## src/rtl/ysyx_25040101_csr_defs.sv

```systemverilog
// Shared definitions for the machine-mode CSR file.
// Covers CSR addresses, mstatus bit positions, the ecall cause code and the
// identification constants returned by the read-only CSRs.
package ysyx_25040101_csr_defs;

  typedef logic [11:0] csr_addr_t;

  // Read/write CSRs
  localparam csr_addr_t CSR_MSTATUS   = 12'h300;
  localparam csr_addr_t CSR_MTVEC     = 12'h305;
  localparam csr_addr_t CSR_MEPC      = 12'h341;
  localparam csr_addr_t CSR_MCAUSE    = 12'h342;
  localparam csr_addr_t CSR_MCYCLE    = 12'hB00;
  localparam csr_addr_t CSR_MCYCLEH   = 12'hB80;

  // Read-only identification CSRs
  localparam csr_addr_t CSR_MVENDORID = 12'hF11;
  localparam csr_addr_t CSR_MARCHID   = 12'hF12;

  localparam logic [31:0] MVENDORID_VAL = 32'h7973_7978;
  localparam logic [31:0] MARCHID_VAL   = 32'h017E_14E5;

  // mstatus field positions; only these bits carry state
  localparam int MSTATUS_MIE    = 3;
  localparam int MSTATUS_MPIE   = 7;
  localparam int MSTATUS_MPP_LO = 11;
  localparam int MSTATUS_MPP_HI = 12;

  // Machine-mode only core: MPP always reads as M
  localparam logic [1:0] MPP_MACHINE = 2'b11;

  localparam logic [31:0] MCAUSE_ECALL_M = 32'd11;

  // Which control-flow event wins this cycle; ecall outranks mret
  typedef enum logic [1:0] {
    EVT_NONE  = 2'd0,
    EVT_ECALL = 2'd1,
    EVT_MRET  = 2'd2
  } csr_event_e;

  // Rebuild the architectural mstatus word from the stored bits
  function automatic logic [31:0] mstatus_pack(input logic mie, input logic mpie);
    logic [31:0] v;
    v = '0;
    v[MSTATUS_MIE]                   = mie;
    v[MSTATUS_MPIE]                  = mpie;
    v[MSTATUS_MPP_HI:MSTATUS_MPP_LO] = MPP_MACHINE;
    return v;
  endfunction

  // Clear the two low bits (word alignment for mtvec/mepc)
  function automatic logic [31:0] align4(input logic [31:0] v);
    return v & 32'hFFFF_FFFC;
  endfunction

endpackage

```

## src/rtl/ysyx_25040101_csr_file_if.sv

```systemverilog
// Bus between the execute/result stage (master) and the CSR file (slave).
//
// Handshake semantics: there is no ready/backpressure. Every request field
// (csr_addr_i, csr_we_i, csr_wdata_i, ecall_i, mret_i, pc_i) describes the
// instruction retiring in the current cycle and is consumed at the next rising
// clock edge. csr_rdata_o/csr_illegal_o answer csr_addr_i in the same cycle.
// redirect_valid_o is a valid-only strobe: when high, fetch must take
// redirect_pc_o in this cycle; it cannot be stalled.
interface ysyx_25040101_csr_file_if;
  import ysyx_25040101_csr_defs::*;

  csr_addr_t   csr_addr_i;
  logic        csr_we_i;
  logic [31:0] csr_wdata_i;
  logic [31:0] csr_rdata_o;
  logic        csr_illegal_o;
  logic        ecall_i;
  logic        mret_i;
  logic [31:0] pc_i;
  logic        redirect_valid_o;
  logic [31:0] redirect_pc_o;

  modport master (
    output csr_addr_i, csr_we_i, csr_wdata_i, ecall_i, mret_i, pc_i,
    input  csr_rdata_o, csr_illegal_o, redirect_valid_o, redirect_pc_o
  );

  modport slave (
    input  csr_addr_i, csr_we_i, csr_wdata_i, ecall_i, mret_i, pc_i,
    output csr_rdata_o, csr_illegal_o, redirect_valid_o, redirect_pc_o
  );

endinterface

```

## src/rtl/ysyx_25040101_csr_cycle_counter.sv

```systemverilog
// Free-running 64-bit mcycle counter.
// A write to either half replaces that half and suppresses the increment for
// that cycle, so a pending low-half carry is never applied on top of a write.
module ysyx_25040101_csr_cycle_counter (
  input  logic        clk_i,
  input  logic        rst_i,
  input  logic        wr_lo_i,
  input  logic        wr_hi_i,
  input  logic [31:0] wdata_i,
  output logic [63:0] count_o
);

  // Count every cycle unless software is replacing one of the halves
  always_ff @(posedge clk_i or posedge rst_i) begin
    if (rst_i) begin
      count_o <= 64'd0;
    end else if (wr_lo_i) begin
      count_o[31:0] <= wdata_i;
    end else if (wr_hi_i) begin
      count_o[63:32] <= wdata_i;
    end else begin
      count_o <= count_o + 64'd1;
    end
  end

endmodule

```

## src/rtl/ysyx_25040101_csr_file.sv

```systemverilog
// Machine-mode CSR register file.
// Holds mstatus (MIE/MPIE only), mtvec, mepc, mcause and mcycle. Reads are
// combinational and show the pre-edge value; writes, trap entry and mret
// commit at the next rising edge. ecall > mret > CSR write, and a losing
// event is dropped entirely.
module ysyx_25040101_csr_file
  import ysyx_25040101_csr_defs::*;
#(
  parameter logic [31:0] MTVEC_RESET = 32'h0000_0000
) (
  input logic                          clk_i,
  input logic                          rst_i,
  ysyx_25040101_csr_file_if.slave      bus
);

  logic        mie;
  logic        mpie;
  logic [31:0] mtvec;
  logic [31:0] mepc;
  logic [31:0] mcause;
  logic [63:0] mcycle;

  csr_event_e  evt;
  logic [31:0] rdata;
  logic        known;
  logic        read_only;
  logic        csr_wr;
  logic        wr_lo;
  logic        wr_hi;
  logic [31:0] redirect_pc;
  logic        redirect_valid;

  // Resolve the retiring control-flow event by priority
  always_comb begin
    evt = EVT_NONE;
    if (bus.ecall_i) begin
      evt = EVT_ECALL;
    end else if (bus.mret_i) begin
      evt = EVT_MRET;
    end
  end

  // Read mux and address decode; unimplemented addresses read as zero
  always_comb begin
    rdata     = '0;
    known     = 1'b1;
    read_only = 1'b0;
    case (bus.csr_addr_i)
      CSR_MSTATUS:   rdata = mstatus_pack(mie, mpie);
      CSR_MTVEC:     rdata = mtvec;
      CSR_MEPC:      rdata = mepc;
      CSR_MCAUSE:    rdata = mcause;
      CSR_MCYCLE:    rdata = mcycle[31:0];
      CSR_MCYCLEH:   rdata = mcycle[63:32];
      CSR_MVENDORID: begin
        rdata     = MVENDORID_VAL;
        read_only = 1'b1;
      end
      CSR_MARCHID:   begin
        rdata     = MARCHID_VAL;
        read_only = 1'b1;
      end
      default:       known = 1'b0;
    endcase
  end

  // A write lands only when no trap/return claims the cycle and the target is writable
  assign csr_wr = bus.csr_we_i && (evt == EVT_NONE) && known && !read_only;
  assign wr_lo  = csr_wr && (bus.csr_addr_i == CSR_MCYCLE);
  assign wr_hi  = csr_wr && (bus.csr_addr_i == CSR_MCYCLEH);

  assign bus.csr_rdata_o   = rdata;
  assign bus.csr_illegal_o = !known || (bus.csr_we_i && read_only);

  // Redirect target straight from the stored vectors; no bypass of same-cycle writes
  always_comb begin
    redirect_valid = 1'b0;
    redirect_pc    = '0;
    case (evt)
      EVT_ECALL: begin
        redirect_valid = 1'b1;
        redirect_pc    = mtvec;
      end
      EVT_MRET: begin
        redirect_valid = 1'b1;
        redirect_pc    = mepc;
      end
      default: begin
        redirect_valid = 1'b0;
        redirect_pc    = '0;
      end
    endcase
  end

  assign bus.redirect_valid_o = redirect_valid;
  assign bus.redirect_pc_o    = redirect_pc;

  // Commit trap entry, trap return or a software CSR write
  always_ff @(posedge clk_i or posedge rst_i) begin
    if (rst_i) begin
      mie    <= 1'b0;
      mpie   <= 1'b0;
      mtvec  <= align4(MTVEC_RESET);
      mepc   <= 32'd0;
      mcause <= 32'd0;
    end else begin
      case (evt)
        EVT_ECALL: begin
          mepc   <= align4(bus.pc_i);
          mcause <= MCAUSE_ECALL_M;
          mpie   <= mie;
          mie    <= 1'b0;
        end
        EVT_MRET: begin
          mie  <= mpie;
          mpie <= 1'b1;
        end
        default: begin
          if (csr_wr) begin
            case (bus.csr_addr_i)
              CSR_MSTATUS: begin
                mie  <= bus.csr_wdata_i[MSTATUS_MIE];
                mpie <= bus.csr_wdata_i[MSTATUS_MPIE];
              end
              CSR_MTVEC:  mtvec  <= align4(bus.csr_wdata_i);
              CSR_MEPC:   mepc   <= align4(bus.csr_wdata_i);
              CSR_MCAUSE: mcause <= bus.csr_wdata_i;
              default:    ;
            endcase
          end
        end
      endcase
    end
  end

  ysyx_25040101_csr_cycle_counter u_cycle_counter (
    .clk_i   (clk_i),
    .rst_i   (rst_i),
    .wr_lo_i (wr_lo),
    .wr_hi_i (wr_hi),
    .wdata_i (bus.csr_wdata_i),
    .count_o (mcycle)
  );

endmodule

```

## src/flat_wrapper.sv

```systemverilog
// flat-port wrapper written by rule: the top's interface ports become plain ports
module ysyx_25040101_csr_file_flat import ysyx_25040101_csr_defs::*;
#(
  parameter logic [31:0] MTVEC_RESET = 32'h0000_0000
)
  (clk_i, rst_i, bus_csr_addr_i, bus_csr_we_i, bus_csr_wdata_i, bus_ecall_i, bus_mret_i, bus_pc_i, bus_csr_rdata_o, bus_csr_illegal_o, bus_redirect_valid_o, bus_redirect_pc_o);
  ysyx_25040101_csr_file_if bus_i ();
  input logic clk_i;
  input logic rst_i;
  input wire logic [$bits(bus_i.csr_addr_i)-1:0] bus_csr_addr_i;
  input wire logic [$bits(bus_i.csr_we_i)-1:0] bus_csr_we_i;
  input wire logic [$bits(bus_i.csr_wdata_i)-1:0] bus_csr_wdata_i;
  input wire logic [$bits(bus_i.ecall_i)-1:0] bus_ecall_i;
  input wire logic [$bits(bus_i.mret_i)-1:0] bus_mret_i;
  input wire logic [$bits(bus_i.pc_i)-1:0] bus_pc_i;
  output wire logic [$bits(bus_i.csr_rdata_o)-1:0] bus_csr_rdata_o;
  output wire logic [$bits(bus_i.csr_illegal_o)-1:0] bus_csr_illegal_o;
  output wire logic [$bits(bus_i.redirect_valid_o)-1:0] bus_redirect_valid_o;
  output wire logic [$bits(bus_i.redirect_pc_o)-1:0] bus_redirect_pc_o;
  assign bus_i.csr_addr_i = bus_csr_addr_i;
  assign bus_i.csr_we_i = bus_csr_we_i;
  assign bus_i.csr_wdata_i = bus_csr_wdata_i;
  assign bus_i.ecall_i = bus_ecall_i;
  assign bus_i.mret_i = bus_mret_i;
  assign bus_i.pc_i = bus_pc_i;
  assign bus_csr_rdata_o = bus_i.csr_rdata_o;
  assign bus_csr_illegal_o = bus_i.csr_illegal_o;
  assign bus_redirect_valid_o = bus_i.redirect_valid_o;
  assign bus_redirect_pc_o = bus_i.redirect_pc_o;
  ysyx_25040101_csr_file #(.MTVEC_RESET(MTVEC_RESET)) u_core (.clk_i(clk_i), .rst_i(rst_i), .bus(bus_i));
endmodule
```

## config.mk

```make
export PLATFORM = sky130hd
export DESIGN_NAME = ysyx_25040101_csr_file_flat
export DESIGN_NICKNAME = d
export VERILOG_FILES = /design/src/rtl/ysyx_25040101_csr_defs.sv /design/src/rtl/ysyx_25040101_csr_file_if.sv /design/src/rtl/ysyx_25040101_csr_cycle_counter.sv /design/src/rtl/ysyx_25040101_csr_file.sv /design/src/flat_wrapper.sv
export SDC_FILE = /design/constraint.sdc
export NUM_CORES = 1
export LEC_CHECK = 0
export ABC_AREA = 0
export CAP_MARGIN = 5
export CORE_ASPECT_RATIO = 2
export CORE_UTILIZATION = 59
export DETAILED_ROUTE_END_ITERATION = 16
export GPL_TIMING_DRIVEN = 1
export HOLD_SLACK_MARGIN = 0.06
export MAX_ROUTING_LAYER = met4
export PLACE_DENSITY = 0.87
export SLEW_MARGIN = 0
export SYNTH_ARGS = -nofsm -noshare
export SYNTH_HDL_FRONTEND = slang
export SYNTH_SLANG_ARGS = --single-unit
```

## constraint.sdc

```tcl
create_clock -name clk_i -period 12.05 [get_ports clk_i]
set_clock_uncertainty 0.15 [all_clocks]
set_input_delay 1.205 -clock clk_i [delete_from_list [all_inputs] [get_ports clk_i]]
set_output_delay 1.205 -clock clk_i [all_outputs]
set_load 0.02 [all_outputs]
```

=== Word-level counts from Yosys, hierarchy flattened ===
Cells that the tools add are included.

* Bits of input ports: 81
* Output and inout port bits: 66
* Logic and storage cells: 65
* Register bits after elaboration: 160

* Equal/unequal tests: 11
* Bitwise operators: 2
* Reductions and logical operators: 22
* Add/sub/neg operators: 1
* Mux-type cells: 22

{| class="wikitable"
|+ Operators by type and width
! operator !! count
|-
| $pmux 32 s8 || 1
|-
| $mux 32 || 7
|-
| $pmux 32 s2 || 3
|-
| $add 64x1->64 const B || 1
|-
| $eq 12x10->1 const B || 4
|-
| $eq 12x12->1 const B || 4
|-
| $reduce_and 3->1 || 3
|-
| $reduce_or 8->1 || 1
|-
| $mux 1 || 7
|-
| $logic_and 1x1->1 || 6
|-
| $reduce_bool 2->1 || 3
|-
| $reduce_bool 3->1 || 2
|-
| $mux 2 || 2
|-
| $pmux 1 s2 || 2
|-
| $reduce_or 2->1 || 2
|-
| $eq 2x1->1 const B || 1
|-
| $eq 2x2->1 const B || 1
|-
| $logic_not 1->1 || 2
|-
| $logic_not 2->1 || 1
|-
| $ne 2x2->1 const B || 1
|-
| $not 1->1 || 2
|-
| $reduce_and 2->1 || 1
|-
| $logic_or 1x1->1 || 1
|}

=== Logic depth before layout (Yosys ltp) ===
Gate-level depths: netlist of the first run.

* Word-level depth: 9
* Depth in mapped cells: 10
* Gate-level depth less buffers: 7

=== Hierarchy ===
From an unflattened synthesis of the first run, not the netlist that was laid out.

* Cell total of the unflattened synthesis: 1,164
* Area, all modules: 10,023.4 um^2

{| class="wikitable"
|+ Modules (own cells, without submodules)
! module !! area each (um^2) !! cells each !! seq. area each (um^2) !! times used
|-
| ysyx_25040101_csr_file || 6,133.4 || 701 || 2,352.3 || 1
|-
| ysyx_25040101_csr_cycle_counter || 3,890.0 || 463 || 1,601.5 || 1
|}

=== Least setup slack after synthesis of the first run ===
Ideal clock, no wire load.

* Path type: in2out
* Start: input port bus_csr_addr_i[4]
* End: output port bus_csr_rdata_o[3]
* Data required time: 10.695 ns
* Buffers on the path: 1
* Setup slack: 7.720 ns
* Stages: 6
* Arrival time: 2.975 ns
* Cell sequence: or3_1 or2_2 nor4b_1 clkbuf_1 a221oi_1 nand3_1

* Cells in the longest elaborated chain, start to end: 2
* Elaborated cells between the ends (all ways): 9
* Those cells by class: eq/ne: 8; mux: 1

{| class="wikitable"
|+ RTL lines
! what !! RTL line !! RTL
|-
| from (decl) || flat_wrapper.sv:10 || <nowiki>input wire logic [$bits(bus_i.csr_addr_i)-1:0] bus_csr_addr_i;</nowiki>
|-
| $eq 12x12->1 / $eq 12x10->1 (equally long branches) || ysyx_25040101_csr_file.sv:48 || <nowiki>case (bus.csr_addr_i)</nowiki>
|-
| $pmux 32 s8 (*) || ysyx_25040101_csr_file.sv:48 ||
|-
| to (decl) || flat_wrapper.sv:16 || <nowiki>output wire logic [$bits(bus_i.csr_rdata_o)-1:0] bus_csr_rdata_o;</nowiki>
|}

Every way passes the cells marked *; elsewhere a longest branch is shown, timed or not.

=== Worst setup path after layout of the first run ===
* Start: input port bus_csr_addr_i[7]
* End: output port bus_csr_rdata_o[4]

Same word-level chain as after synthesis.

==> results.json, run 1 <==
{
  "synth_edf_count": 0,
  "core-area_um2": 15800,
  "maxCapViolCount": 1,
  "slew_violations": 5,
  "first_iter_violations": 1183,
  "slew_headroom": -0.0335,
  "grt_use_total": 0.458,
  "yosysSeqAreaShare": 0.414,
  "ys_ff_latch": 158,
  "grt_max_degree": 124,
  "cts_tree": "built",
  "diodes": 0,
  "rows": 65,
  "power_frac_comb": 0.126,
  "viasPerCell": 7.19,
  "grt_pass1_vias": 9942,
  "finalWeightedCongestion": 1.06,
  "switching_share": 0.305,
  "drt_pre_antenna_iters": 9,
  "num_vias": 10200,
  "vdd_ir_drop_max_v": 0.000114,
  "startpoint_type": "input port",
  "critical_path_arrival_ps": 4940,
  "insertion_delay_ps": 450,
  "die_h_um": 182,
  "p_switching_uw": 416,
  "setup_viol": 0,
  "cts_setup_buffers": 0,
  "syn2layout_area_growth_pct": 21.6,
  "start_util": 0.606,
  "hold_violations": 0,
  "ys.flop_type": "dfrtp_1",
  "final.setup.tns_ps": 0,
  "rsz0062_at_grt": "no",
  "ys_warn_count": 0,
  "antenna_left": 0,
  "status": "finished with violations",
  "synth_cell_type_count": 69,
  "clockBufferDepth": 2,
  "failed_checks": "capacitance limit, slew limit",
  "critical_path_peak_fanout": 31,
  "drt_wl_total_um": 36400,
  "cts_hold_buf": 0,
  "htreeDepth": 4,
  "cp_common_cell": "clkdlybuf4s50_1",
  "syn_inst": 1124,
  "fmax_mhz": 159,
  "cts_root_buffer": "clkbuf_16",
  "min_period_over_period": 0.523,
  "drcViolationCount": 0,
  "cts_buffers": 17,
  "crit_required_ps": 10690,
  "p_clk_frac": 0.411,
  "hpwl_um": 24400,
  "p_int_uw": 948,
  "io_pins": 147,
  "syn_area_per_cell_um2": 8.50,
  "path_cells": "clkdlybuf4s50_1 -> or3_1 -> nor3_1 -> and4_1 -> buf_4 -> a222oi_1 -> nand2_1 -> clkdlybuf4s50_1",
  "end_kind": "output pin",
  "grt_pass1_wl_um": 55700,
  "leakagePower_uw": 0.00483,
  "worst_pin_slew_ps": 1540,
  "io_buffers": 142,
  "dieArea_um2": 16700,
  "critPathKind": "input port to output pin",
  "totalPowerFinal_uw": 1360,
  "synth_area_um2": 9560,
  "async_flop_share": 1.00,
  "clock_sinks": 158,
  "cpMaxStageDelayCell": "clkdlybuf4s50_1",
  "layout-drive-gt1-share": 0.0836,
  "nNetsFinal": 1289,
  "wl_per_cell_um": 25.6,
  "antenna_found_initial": 0,
  "post-route-min-period_ps": 6300,
  "seq_power_share": 0.463,
  "nFillCells": 1192,
  "grt_remaining_overflow": 0,
  "die_x_um": 92.0,
  "clk_pin_slew_worst_paths_ps": 70,
  "finish.utilization": 0.736,
  "max_stage_delay_ps": 820,
  "holdCritPathClass": "register to register",
  "ctsResizeCount": 0,
  "power_density_nw_per_um2": 117
}
stage by stage:
stage	setup WS (ps)	hold WS [ps]	cells	cell area, um^2
5_1_grt	5750	402	1421	11600
3_5_place_dp	5990	370	1389	11000
6_report	5750	386	1421	11600
4_1_cts	5980	385	1421	11600
3_3_place_gp	5900	362	1389	11000
2_1_floorplan	6430	336	1125	9560
kinds of logic after synthesis:
kind of cell | count (synthesis) | synth area share
flip-flops | 158 | 0.414
AND/OR/NAND/NOR | 458 | 0.237
other | 1 | 0.000392
buffers and inverters | 106 | 0.0441
adder cells (fa/ha/maj) | 1 | 0.00131
AO/OA/AOI/OAI | 328 | 0.225
multiplexers | 64 | 0.0712
XOR/XNOR | 8 | 0.00733
layout by cell type (no fill, tap or decap), drive strengths merged, types with 3 or more instances in the layout:
| master | n |
|---|---|
| buf | 16 |
| nand2b | 28 |
| o311ai | 11 |
| and2 | 14 |
| xor2 | 5 |
| and4 | 18 |
| mux2 | 32 |
| clkbuf | 17 |
| o211ai | 7 |
| o2bb2a | 3 |
| xnor2 | 3 |
| nor2b | 3 |
| and4b | 3 |
| o21ai | 133 |
| clkinv | 3 |
| nor3 | 19 |
| a21oi | 44 |
| a22oi | 22 |
| or4 | 3 |
| clkdlybuf4s50 | 141 |
| nor4 | 8 |
| nand4 | 24 |
| o22ai | 13 |
| o22a | 3 |
| o31ai | 4 |
| dfrtp | 158 |
| or3 | 8 |
| nand3 | 57 |
| a221oi | 23 |
| inv | 21 |
| nand2 | 209 |
| a31oi | 10 |
| and3 | 11 |
| nor2 | 36 |
| a32oi | 4 |
| nand3b | 5 |
| a22o | 4 |
| a222oi | 30 |
| mux2i | 32 |
flip-flops by register name, summed over array words and instances, names as in the netlist:
signal,count
u_core.mcause,32
u_core.mepc,30
u_core.mie,1
u_core.mpie,1
u_core.mtvec,30
u_core.u_cycle_counter.count_o,64
per-layer routing:
layer  track usage  wire length [um]  vias to the layer above  share of wire
li1              -                 -                     4350              -
met1         0.461             11400                     4851           0.31
met2         0.733             17700                      749           0.49
met3        0.0888              3180                      260          0.087
met4         0.428              4120                        0           0.11
met5             -                 0                        -              0
final timing paths:
kind	start	to	slack, ps	cells after the start
min	u_core.mcause[7]$_DFFE_PP0P_	u_core.mcause[7]$_DFFE_PP0P_	390	2
min in group asynchronous	rst_i	u_core.mcause[3]$_DFFE_PP0P_	1120	2
min reg2reg	u_core.mcause[7]$_DFFE_PP0P_	u_core.mcause[7]$_DFFE_PP0P_	390	2
max in group asynchronous	rst_i	u_core.mepc[17]$_DFFE_PP0P_	9120	3
max	bus_csr_addr_i[7]	bus_csr_rdata_o[4]	5750	8
max reg2reg	u_core.u_cycle_counter.count_o[5]$_DFFE_PP0P_	u_core.u_cycle_counter.count_o[61]$_DFFE_PP0N_	8160	6
power by group through the flow:
stage / sequential [uW] / clock, uW / combinational, uW
floorplan: 603 / 0 / 101
detailed placement: 635 / 0 / 169
finish: 631 / 561 / 172
global placement: 632 / 0 / 166
CTS: 625 / 559 / 171
global route: 631 / 580 / 189
area by class of cell:
class                           count  area (um^2)  share of cell area
Timing Repair Buffer              157         1530               0.132
Clock buffer                       17          425              0.0366
Tap cell                          201          251              0.0216
Inverter                           12         50.0             0.00431
Multi-Input combinational cell    861         5230               0.450
Sequential cell                   158         3950               0.340
Clock inverter                     15          174              0.0150
cell usage after synthesis (9+ instances only):
cell / instances / share of area
a22oi_1: 22 / 0.017
inv_1: 12 / 0.0047
a21oi_1: 44 / 0.023
buf_2: 9 / 0.0047
a221oi_1: 23 / 0.021
clkbuf_1: 80 / 0.031
nand2b_1: 28 / 0.018
nand4_1: 24 / 0.016
mux2_2: 32 / 0.038
nor3_1: 19 / 0.010
and4_1: 16 / 0.015
a222oi_1: 30 / 0.031
and3_1: 9 / 0.0059
mux2i_1: 32 / 0.034
nand2_1: 209 / 0.082
a31oi_1: 10 / 0.0065
dfrtp_1: 158 / 0.41
and2_1: 12 / 0.0079
o21ai_0: 129 / 0.068
nand3_1: 56 / 0.029
o22ai_1: 13 / 0.0085
o311ai_0: 11 / 0.010
nor2_1: 36 / 0.014
worst max-delay path: cells and delay by family:
family / cells / cell delay, ps
AO/OA/AOI/OAI: 1 / 210
AND/OR/NAND/NOR: 4 / 1520
buffers and inverters: 3 / 2010
No activity file was read; power rests on OpenSTA's default activity.
==> inputs of run 2 (changes only) <==
Settings changed: CORE_UTILIZATION 59 to 50, PLACE_DENSITY 0.87 to 0.79.
Clock period 12.05 ns to 5.7 ns, I/O delays scaled along.
==> run 2 against run 1 <==
The flow now finishes without violations. Cell area grew 1.3%. Routed wire length grew 1.1%. Core utilization shrank 11 points. Global-route usage shrank 6.7 points. Sequential share of layout area shrank 0.42 points. Clock power grew 110%. First-iteration DRC count shrank 12%. Final cell count grew 4.2%. Hold slack gained 7.3 ps. Die area grew 18%. Flip-flop and latch count is the same. Largest cell class unchanged. Highest routed layer unchanged.
==> results.json, run 2 (same netlist as run 1, synthesis figures left out) <==
{
  "cts_hold_buf": 0,
  "largest_register_ffs": 64,
  "nNetsFinal": 1295,
  "diodes": 0,
  "htreeDepth": 4,
  "setup_viol": 0,
  "drt_wl_total_um": 36700,
  "critPathKind": "input port to output pin",
  "core-area_um2": 18700,
  "critical_path_peak_fanout": 31,
  "crit_start": "bus_csr_addr_i[7]",
  "power_density_nw_per_um2": 246,
  "fmax_mhz": 214,
  "startpoint_type": "input port",
  "endpoint": "bus_csr_rdata_o[4]",
  "grt_use_total": 0.392,
  "ctsResizeCount": 0,
  "finish.utilization": 0.628,
  "num_vias": 10000,
  "worstReg2RegEnd": "u_core.u_cycle_counter.count_o[61]$_DFFE_PP0N_",
  "dpl.cell_count": 1449,
  "syn2layout_area_growth_pct": 23.1,
  "grt_remaining_overflow": 0,
  "ff_latch_area_um2": 3950,
  "clock_sinks": 158,
  "cts_tree": "built",
  "rows": 71,
  "slew_violations": 0,
  "finalWeightedCongestion": 1.04,
  "finalNonFillerCells": 1481,
  "end_kind": "output pin",
  "die_x_um": 99.8,
  "r2r-start": "u_core.u_cycle_counter.count_o[6]$_DFFE_PP0P_",
  "critical_path_arrival_ps": 3950,
  "cts_setup_buffers": 0,
  "hpwl_um": 25300,
  "cpMaxStageDelayCell": "clkdlybuf4s50_1",
  "start_util": 0.510,
  "clk_pin_slew_worst_paths_ps": 60,
  "grt_max_degree": 118,
  "viasPerCell": 6.77,
  "status": "finished clean",
  "drcViolationCount": 0,
  "slew_headroom": 0.176,
  "final_common_cell": "nand2_1",
  "vdd_ir_drop_max_v": 0.000230,
  "cts_root_buffer": "clkbuf_16",
  "grt_pass1_wl_um": 55500,
  "leakagePower_uw": 0.00486,
  "die_h_um": 198,
  "reg2reg_depth": 6,
  "final.setup.tns_ps": 0,
  "antenna_left": 0,
  "post-route-min-period_ps": 4670,
  "crit_required_ps": 4980,
  "multiInputGateArea_um2": 5240,
  "final_cell_mix": "nand2_1, dfrtp_1, clkdlybuf4s50_1",
  "maxCapViolCount": 0,
  "postLayoutCellArea_um2": 11800,
  "top_regs": "u_core.u_cycle_counter.count_o x64, u_core.mcause x32",
  "io_buffers": 142,
  "insertion_delay_ps": 440,
  "min_period_over_period": 0.819,
  "path_cells": "clkdlybuf4s50_1 -> buf_4 -> or3_1 -> nor3_1 -> and4_1 -> buf_4 -> a222oi_1 -> nand2_1 -> clkdlybuf4s50_1",
  "holdCritPathClass": "register to register",
  "worst_pin_slew_ps": 1230,
  "antenna_found_initial": 0,
  "wl_per_cell_um": 24.8,
  "clockBufferDepth": 2,
  "totalPowerFinal_uw": 2890,
  "top_register": "u_core.u_cycle_counter.count_o",
  "dieArea_um2": 19700,
  "hold_violations": 0,
  "nFillCells": 1594,
  "first_iter_violations": 1042,
  "io_pins": 147,
  "drt_pre_antenna_iters": 8,
  "max_stage_delay_ps": 650,
  "grt_pass1_vias": 9741,
  "worst-r2r-setup-slack_ps": 2140,
  "layout-drive-gt1-share": 0.0881,
  "rsz0062_at_grt": "no",
  "placed_cell_area_um2": 11200,
  "cts_buffers": 17
}
-- run 2: cell count changes in the layout (fill, tap and decap cells not counted), sizes merged --
cell and change:
buf +6, inv -4, clkbuf +2, clkinv +1, clkinvlp +1
-- run 2: through the flow --
stage / hold WS (ps) / setup slack [ps]
6_report: 394 / 1030
5_1_grt: 402 / 1010
4_1_cts: 392 / 1150
3_5_place_dp: 377 / 1170
3_3_place_gp: 364 / 1180
2_1_floorplan: 336 / 717
-- run 2: layout make-up --
cell class,instances,area share
Timing Repair Buffer,163,0.136
Clock inverter,13,0.0130
Clock buffer,19,0.0385
Inverter,12,0.00425
Tap cell,255,0.0271
Multi-Input combinational cell,861,0.445
Sequential cell,158,0.336
-- run 2: report_power, final --
group | total (uW) | internal (uW) | leakage [uW] | switching (uW)
Clock | 1180 | 678 | 0.000293 | 506
Sequential | 1340 | 1190 | 0.00193 | 146
Combinational | 366 | 152 | 0.00264 | 214
Total | 2890 | 2020 | 0.00486 | 866
-- run 2: how the worst min path moves through the flow --
| stage | cells past startpoint | endpoint | slack [ps] | from |
|---|---|---|---|---|
| 2_1_floorplan | 2 | u_core.mcause[7]$_DFFE_PP0P_ | 340 | u_core.mcause[7]$_DFFE_PP0P_ |
| 3_3_place_gp | 1 | u_core.mtvec[15]$_DFFE_PP0P_ | 360 | u_core.mtvec[15]$_DFFE_PP0P_ |
| 3_5_place_dp | 1 | u_core.mtvec[29]$_DFFE_PP0P_ | 380 | u_core.mtvec[29]$_DFFE_PP0P_ |
| 4_1_cts | 1 | u_core.mtvec[22]$_DFFE_PP0P_ | 390 | u_core.mtvec[22]$_DFFE_PP0P_ |
| 5_1_grt | 1 | u_core.mtvec[29]$_DFFE_PP0P_ | 400 | u_core.mtvec[29]$_DFFE_PP0P_ |
| 6_report | 1 | u_core.mtvec[17]$_DFFE_PP0P_ | 390 | u_core.mtvec[17]$_DFFE_PP0P_ |
-- run 2: per-layer routing --
layer  wire length (um)  vias to the layer above  part of all wire  GRT usage
met4               3780                        0              0.10      0.368
met3               3030                      194             0.082     0.0669
met5                  0                        -                 0          -
met2              18200                      663              0.50      0.637
li1                   -                     4377                 -          -
met1              11700                     4796              0.32      0.392
-- run 2: worst max-delay path: cells and delay by family --
family | cells | cell delay (ps)
compound gates | 1 | 190
buf+inv | 4 | 1640
simple gates | 4 | 1530
